[src/rtl/led_seq_ctrl.sv]
// led_seq_ctrl
// Step engine for a 4-LED running-light display. One step counter schedules
// every pattern advance. Two active-low keys select the step speed and the
// pattern mode.
//
// Build option: define LED_SEQ_DEBOUNCE_EN to compile in the per-key debounce
// FSM and its DEBOUNCE_CYC parameter. Without it, a press is the falling edge
// of the synchronized key.
//
// Ports
//   clk_i        system clock, rising edge
//   rst_i        asynchronous active-high reset
//   key_speed_i  active-low speed key (asynchronous)
//   key_mode_i   active-low mode key (asynchronous)
//   pause_i      high freezes stepping; presses are still accepted
//   led_o        registered LED drive, 1 = on
//   speed_o      speed index: 0..3 = T1S / T100MS / T10MS / T1MS
//   mode_o       0 rotate-left, 1 rotate-right, 2 ping-pong, 3 blink
//   step_o       one-cycle pulse on each pattern advance
//
// Debounce key FSM (LED_SEQ_DEBOUNCE_EN only)
//   state     | meaning
//   KS_IDLE   | key released and stable, waiting for a low level
//   KS_CHK_DN | key low, counting stable-low cycles before accepting the press
//   KS_HELD   | press accepted, waiting for release
//   KS_CHK_UP | key high, counting stable-high cycles before re-arming
module led_seq_ctrl #(
  parameter int T1S          = 50_000_000,
  parameter int T100MS       = 5_000_000,
  parameter int T10MS        = 500_000,
`ifdef LED_SEQ_DEBOUNCE_EN
  parameter int DEBOUNCE_CYC = 500_000,
`endif
  parameter int T1MS         = 50_000
) (
  input  logic       clk_i,
  input  logic       rst_i,
  input  logic       key_speed_i,
  input  logic       key_mode_i,
  input  logic       pause_i,
  output logic [3:0] led_o,
  output logic [1:0] speed_o,
  output logic [1:0] mode_o,
  output logic       step_o
);

  localparam logic [25:0] TLAST_S0 = 26'(T1S - 1);
  localparam logic [25:0] TLAST_S1 = 26'(T100MS - 1);
  localparam logic [25:0] TLAST_S2 = 26'(T10MS - 1);
  localparam logic [25:0] TLAST_S3 = 26'(T1MS - 1);

  // Key bit 0 = speed, bit 1 = mode. Idle level of both keys is high.
  logic [1:0] key_raw;
  logic [1:0] sync1_q, sync2_q;
  logic [1:0] press_q;

  assign key_raw = {key_mode_i, key_speed_i};

  always_ff @(posedge clk_i or posedge rst_i) begin
    if (rst_i) begin
      sync1_q <= 2'b11;
      sync2_q <= 2'b11;
    end else begin
      sync1_q <= key_raw;
      sync2_q <= sync1_q;
    end
  end

`ifdef LED_SEQ_DEBOUNCE_EN
  typedef enum logic [1:0] {KS_IDLE, KS_CHK_DN, KS_HELD, KS_CHK_UP} key_state_e;

  localparam int DBW = (DEBOUNCE_CYC > 1) ? $clog2(DEBOUNCE_CYC) : 1;
  localparam logic [DBW-1:0] DB_LAST = DBW'(DEBOUNCE_CYC - 1);

  key_state_e     key_st_q [2];
  key_state_e     key_st_d [2];
  logic [DBW-1:0] db_cnt_q [2];
  logic [DBW-1:0] db_cnt_d [2];
  logic [1:0]     press_d;

  always_ff @(posedge clk_i or posedge rst_i) begin
    if (rst_i) begin
      for (int i = 0; i < 2; i++) begin
        key_st_q[i] <= KS_IDLE;
        db_cnt_q[i] <= '0;
      end
      press_q <= '0;
    end else begin
      for (int i = 0; i < 2; i++) begin
        key_st_q[i] <= key_st_d[i];
        db_cnt_q[i] <= db_cnt_d[i];
      end
      press_q <= press_d;
    end
  end

  always_comb begin
    press_d = '0;
    for (int i = 0; i < 2; i++) begin
      key_st_d[i] = key_st_q[i];
      db_cnt_d[i] = db_cnt_q[i];
      case (key_st_q[i])
        KS_IDLE: begin
          if (!sync2_q[i]) begin
            key_st_d[i] = KS_CHK_DN;
            db_cnt_d[i] = '0;
          end
        end
        KS_CHK_DN: begin
          if (sync2_q[i]) begin
            key_st_d[i] = KS_IDLE;
          end else if (db_cnt_q[i] == DB_LAST) begin
            key_st_d[i] = KS_HELD;
            press_d[i]  = 1'b1;
          end else begin
            db_cnt_d[i] = db_cnt_q[i] + DBW'(1);
          end
        end
        KS_HELD: begin
          if (sync2_q[i]) begin
            key_st_d[i] = KS_CHK_UP;
            db_cnt_d[i] = '0;
          end
        end
        KS_CHK_UP: begin
          // A low glitch during release falls back to HELD, so it never
          // produces a second press.
          if (!sync2_q[i]) begin
            key_st_d[i] = KS_HELD;
          end else if (db_cnt_q[i] == DB_LAST) begin
            key_st_d[i] = KS_IDLE;
          end else begin
            db_cnt_d[i] = db_cnt_q[i] + DBW'(1);
          end
        end
        default: key_st_d[i] = KS_IDLE;
      endcase
    end
  end
`else
  logic [1:0] sync3_q;

  // Press pulse is registered so the state update lands one edge after the
  // synchronized falling edge is seen.
  always_ff @(posedge clk_i or posedge rst_i) begin
    if (rst_i) begin
      sync3_q <= 2'b11;
      press_q <= '0;
    end else begin
      sync3_q <= sync2_q;
      press_q <= sync3_q & ~sync2_q;
    end
  end
`endif

  logic [25:0] c_q, c_d;
  logic [3:0]  led_q, led_d;
  logic [1:0]  speed_q, speed_d;
  logic [1:0]  mode_q, mode_d;
  logic        dir_q, dir_d;        // ping-pong direction, 0 = up
  logic        step_q, step_d;
  logic [25:0] t_last;
  logic [3:0]  led_adv;
  logic        dir_adv;
  logic [1:0]  mode_nx;

  function automatic logic [3:0] mode_init(input logic [1:0] m);
    case (m)
      2'd1:    return 4'b1000;
      2'd3:    return 4'b1111;
      default: return 4'b0001;
    endcase
  endfunction

  always_comb begin
    case (speed_q)
      2'd0:    t_last = TLAST_S0;
      2'd1:    t_last = TLAST_S1;
      2'd2:    t_last = TLAST_S2;
      default: t_last = TLAST_S3;
    endcase
  end

  always_comb begin
    led_adv = led_q;
    dir_adv = dir_q;
    case (mode_q)
      2'd0: led_adv = {led_q[2:0], led_q[3]};
      2'd1: led_adv = {led_q[0], led_q[3:1]};
      2'd2: begin
        led_adv = dir_q ? (led_q >> 1) : (led_q << 1);
        // Turn around on reaching either end so the end LED is shown once.
        if (led_adv == 4'b1000) begin
          dir_adv = 1'b1;
        end else if (led_adv == 4'b0001) begin
          dir_adv = 1'b0;
        end
      end
      default: led_adv = ~led_q;
    endcase
  end

  assign mode_nx = mode_q + 2'd1;

  always_comb begin
    c_d     = c_q;
    led_d   = led_q;
    speed_d = speed_q;
    mode_d  = mode_q;
    dir_d   = dir_q;
    step_d  = 1'b0;
    // A press takes priority over a terminal count, and it is accepted even
    // while paused.
    if (press_q[0] || press_q[1]) begin
      c_d = '0;
      if (press_q[0]) begin
        speed_d = speed_q + 2'd1;
      end
      if (press_q[1]) begin
        mode_d = mode_nx;
        led_d  = mode_init(mode_nx);
        dir_d  = 1'b0;
      end
    end else if (!pause_i) begin
      if (c_q == t_last) begin
        c_d    = '0;
        step_d = 1'b1;
        led_d  = led_adv;
        dir_d  = dir_adv;
      end else begin
        c_d = c_q + 26'd1;
      end
    end
  end

  always_ff @(posedge clk_i or posedge rst_i) begin
    if (rst_i) begin
      c_q     <= '0;
      led_q   <= 4'b0001;
      speed_q <= '0;
      mode_q  <= '0;
      dir_q   <= 1'b0;
      step_q  <= 1'b0;
    end else begin
      c_q     <= c_d;
      led_q   <= led_d;
      speed_q <= speed_d;
      mode_q  <= mode_d;
      dir_q   <= dir_d;
      step_q  <= step_d;
    end
  end

  assign led_o   = led_q;
  assign speed_o = speed_q;
  assign mode_o  = mode_q;
  assign step_o  = step_q;

endmodule
[config.mk]
export PLATFORM = sky130hd
export DESIGN_NAME = led_seq_ctrl
export DESIGN_NICKNAME = d
export VERILOG_FILES = /design/src/rtl/led_seq_ctrl.sv
export SDC_FILE = /design/constraint.sdc
export NUM_CORES = 1
export LEC_CHECK = 0
export ABC_AREA = 1
export CORE_MARGIN = 8
export CORE_UTILIZATION = 44
export CTS_CLUSTER_DIAMETER = 120
export DETAILED_ROUTE_END_ITERATION = 16
export GPL_ROUTABILITY_DRIVEN = 1
export MAX_ROUTING_LAYER = met4
export PLACE_DENSITY = 0.67
export SYNTH_ARGS = -nofsm -noshare
export SYNTH_HDL_FRONTEND = slang
export SYNTH_SLANG_ARGS = --single-unit
[constraint.sdc]
create_clock -name clk_i -period 2.3 [get_ports clk_i]
set_input_delay 0.23 -clock clk_i [delete_from_list [all_inputs] [get_ports clk_i]]
set_output_delay 0.23 -clock clk_i [all_outputs]
set_load 0.01 [all_outputs]
==> impl_metrics.py <==
metrics = {
    "run_status": {
        "outcome": "complete, no violations",
    },
    "critical_path": {
        "startpoint_type": "register",
        "r2r_cells": 14,
        "crit_path_max_fanout": 19,
        "r2r_start": "speed_o[0]",
        "slowest_stage": "dfrtp_2",
        "critPathKind": "reg -> reg",
        "cpPeakStageDelay_ns": 0.44,
        "cp_cell_sequence": "inv_1 -> ha_1 -> inv_1 -> nand2_1 -> nand2_1 -> nand2_1 -> nor2_1 -> nand2_1 -> nor2_2 -> nand3_2 -> nand2_4 -> nand3_1 -> nand2_1 -> nand2_1",
        "crit_start": "speed_o[0]",
        "rrSetupSlack_ns": 0.31,
        "r2r-end": "dir_q",
        "cp.arrival_ns": 2.20,
        "cpMostUsedCell": "nand2_1",
        "endpoint_kind": "register",
        "crit_required_ns": 2.51,
    },
    "clocking": {
        "ctsHtreeMaxLevel": 2,
        "clock-sinks": 44,
        "cts_made_buffers": 5,
        "insertion_delay_ns": 0.30,
        "cts_buffer_depth": 2,
        "clkTransAtPathRegs_ns": 0.09,
        "cts_root_buffer": "clkbuf_8",
        "cts_tree": "done",
    },
    "sta": {
        "tightest_slew_ns": 0.7638,
        "min_period_over_period": 0.8665,
        "rsz0062_at_grt": "no",
        "max_clock_freq_mhz": 501.8,
        "slew_viol_final": 0,
        "skew_ns": 0.003978,
        "hold_viol_final": 0,
        "min_period_ns": 1.993,
        "whs_ns": 0.2666,
        "relSlewSlack": 0.4877,
        "fin_tns_setup_ns": 0,
        "setup_violations": 0,
    },
    "floorplanning": {
        "ioPinCount": 14,
        "initial_core_util": 0.4580,
        "core_area_um2": 5956,
        "fp.dieW_um": 94.74,
        "row_count": 28,
        "die_area_um2": 8975,
        "die_h_um": 94.74,
    },
    "global_route": {
        "grt_overflow_total": 0,
        "antenna_found_initial": 0,
        "grt_pass1_vias": 2204,
        "grt_first_pass_wirelength_um": 10460,
        "grt_usage": 0.1519,
        "grt_max_degree": 25,
    },
    "logic_synthesis": {
        "synth-simple-area-share": 0.3275,
        "syn_inst": 362,
        "synth_xor_xnor_area_share": 0.05138,
        "ys_ff_latch": 44,
        "synth.yosys.warnings": 0,
        "yosysSeqAreaShare": 0.4069,
        "synth_top_family_by_area": "simple AND/OR/NAND/NOR gates",
        "synth_fp_nets": 378,
        "synthAdderAreaFrac": 0.05046,
        "synth_cell_types": 32,
        "netlist_area_um2": 2728,
        "synth-compound-area-share": 0.07110,
        "synthMuxAreaShare": 0,
        "syn_area_per_cell_um2": 7.535,
    },
    "placed_design": {
        "hpwl_um": 4625,
        "gp_congestion": 0.9482,
        "dp.cells": 448,
        "port_buffers": 13,
    },
    "routing": {
        "drcViolationCount": 0,
        "wl_um": 5993,
        "num_vias": 2343,
        "viasPerCell": 5.138,
        "first_pass_iters": 4,
        "wl_per_cell_um": 13.14,
        "first_iter_violations": 137,
        "ant_nets": 0,
    },
    "cells_and_area": {
        "instances_no_fill": 456,
        "finalNetCount": 396,
        "final_util": 0.5109,
        "drive_gt1_frac": 0.1024,
        "regArea_um2": 1111,
        "fillers": 584,
        "antenna_cells": 0,
        "multi_input_area_um2": 1365,
        "area.growth.synth_to_final_pct": 11.56,
    },
    "power_and_ir_drop": {
        "power_uw": 2265,
        "leakage_uw": 0.001358,
        "ir_drop_mv": 0.5176,
        "p_per_area_nw_per_um2": 744.4,
    },
    "flow_run": {
        "cap_viol_max_count": 0,
    },
    "min_path": {
        "min_path_type": "in -> async",
    },
}
metrics by stage:
step                      area [um^2]  setup WS, ns
final                            3043        0.3071
after global placement           2947        0.3267
after CTS                        3042        0.2231
after floorplan                  2728        0.4850
after global routing             3043       0.05345
after detailed placement         2947        0.2324
cell usage in the layout (no fill, tap or decap), types with 4 or more instances in the layout:
cell type / netlist / routed
a21oi_1: 5 / 5
clkbuf_8: 0 / 5
clkdlybuf4s50_1: 0 / 13
dfrtp_1: 37 / 36
dfstp_2: 7 / 7
ha_1: 11 / 11
inv_1: 53 / 52
nand2_1: 86 / 86
nand3_1: 26 / 26
nand4_1: 7 / 7
nor2_1: 41 / 41
nor2_2: 5 / 5
nor3_1: 14 / 14
o21ai_0: 20 / 20
o22ai_1: 4 / 4
xor2_1: 15 / 15
critical path: cells and delay by family, from the launching register on:
family	cells	cell delay, ns
adders and majority gates	1	0.26
buffers and inverters	2	0.20
DFF	1	0.44
and+or+nand+nor	11	1.00
final cells by class:
class                   count  area share
clock inverters             3    0.008635
multi-input cells         256      0.4486
inverters                  58     0.07237
flip-flops and latches     44      0.3651
repair buffers             15     0.05181
well taps                  75     0.03084
clock buffers               5     0.02262
what timing repair did:
| item | CTS | global route |
|---|---|---|
| setup endpoints to repair | 0 | 1 |
| resized for setup | 0 | 1 |
| endpoints found under the hold margin | 0 | 0 |
| hold buffers | 0 | 0 |
| buffers inserted | 0 | 0 |
cells by family (layout without fill, tap and decap cells):
| kind of cell | count (synthesis) | after routing |
|---|---|---|
| AO/OA/AOI/OAI | 35 | 35 |
| adder cells (fa/ha/maj) | 11 | 11 |
| AND/OR/NAND/NOR | 194 | 194 |
| flip-flops | 44 | 44 |
| XOR/XNOR | 16 | 16 |
| buffers and inverters | 62 | 81 |
metal layers:
layer	wire length, um	track usage	vias up	share of wire
li1	-	-	1178	-
met1	2847	0.1974	1099	0.48
met2	2767	0.2289	55	0.46
met3	261	0.02619	11	0.044
met4	116	0.06112	0	0.019
met5	0	-	-	0
state kept, by name (all words and copies together), names as in the netlist:
register	flops
c_q	26
dir_q	1
led_o	4
mode_o	2
press_q	2
speed_o	2
step_o	1
sync1_q	2
sync2_q	2
sync3_q	2
cell usage after synthesis (all sizes together):
master / number / area (um^2)
nor2: 48 / 216.5
clkinv: 2 / 7.510
buf: 4 / 32.53
nor2b: 1 / 6.260
dfstp: 7 / 183.9
a21oi: 5 / 25.02
nand3: 29 / 160.2
nand2: 90 / 352.8
xnor2: 1 / 8.760
ha: 11 / 137.6
o221ai: 2 / 17.52
o21ai: 20 / 100.1
o211ai: 1 / 7.510
nand4: 7 / 43.79
inv: 56 / 212.7
o22ai: 4 / 25.02
nor3b: 1 / 7.510
or2: 1 / 6.260
a31oi: 3 / 18.77
xor2: 15 / 131.4
dfrtp: 37 / 925.9
nor3: 17 / 100.1
where the power goes:
part | total, uW | leakage (uW) | internal (uW) | switching, uW
clock | 521 | 0.0000491 | 224 | 297
sequential | 971 | 0.000575 | 870 | 101
combinational | 773 | 0.000734 | 336 | 437
how the worst max path moves through the flow:
| stage | end | slack [ns] | cells past startpoint |
|---|---|---|---|
| after floorplan | c_q[20] | 0.49 | 13 |
| after global routing | dir_q | 0.05 | 13 |
| final | dir_q | 0.31 | 14 |
| after CTS | dir_q | 0.22 | 14 |
| after detailed placement | dir_q | 0.23 | 14 |
| after global placement | dir_q | 0.33 | 14 |
No activity file was read; power rests on OpenSTA's default activity.
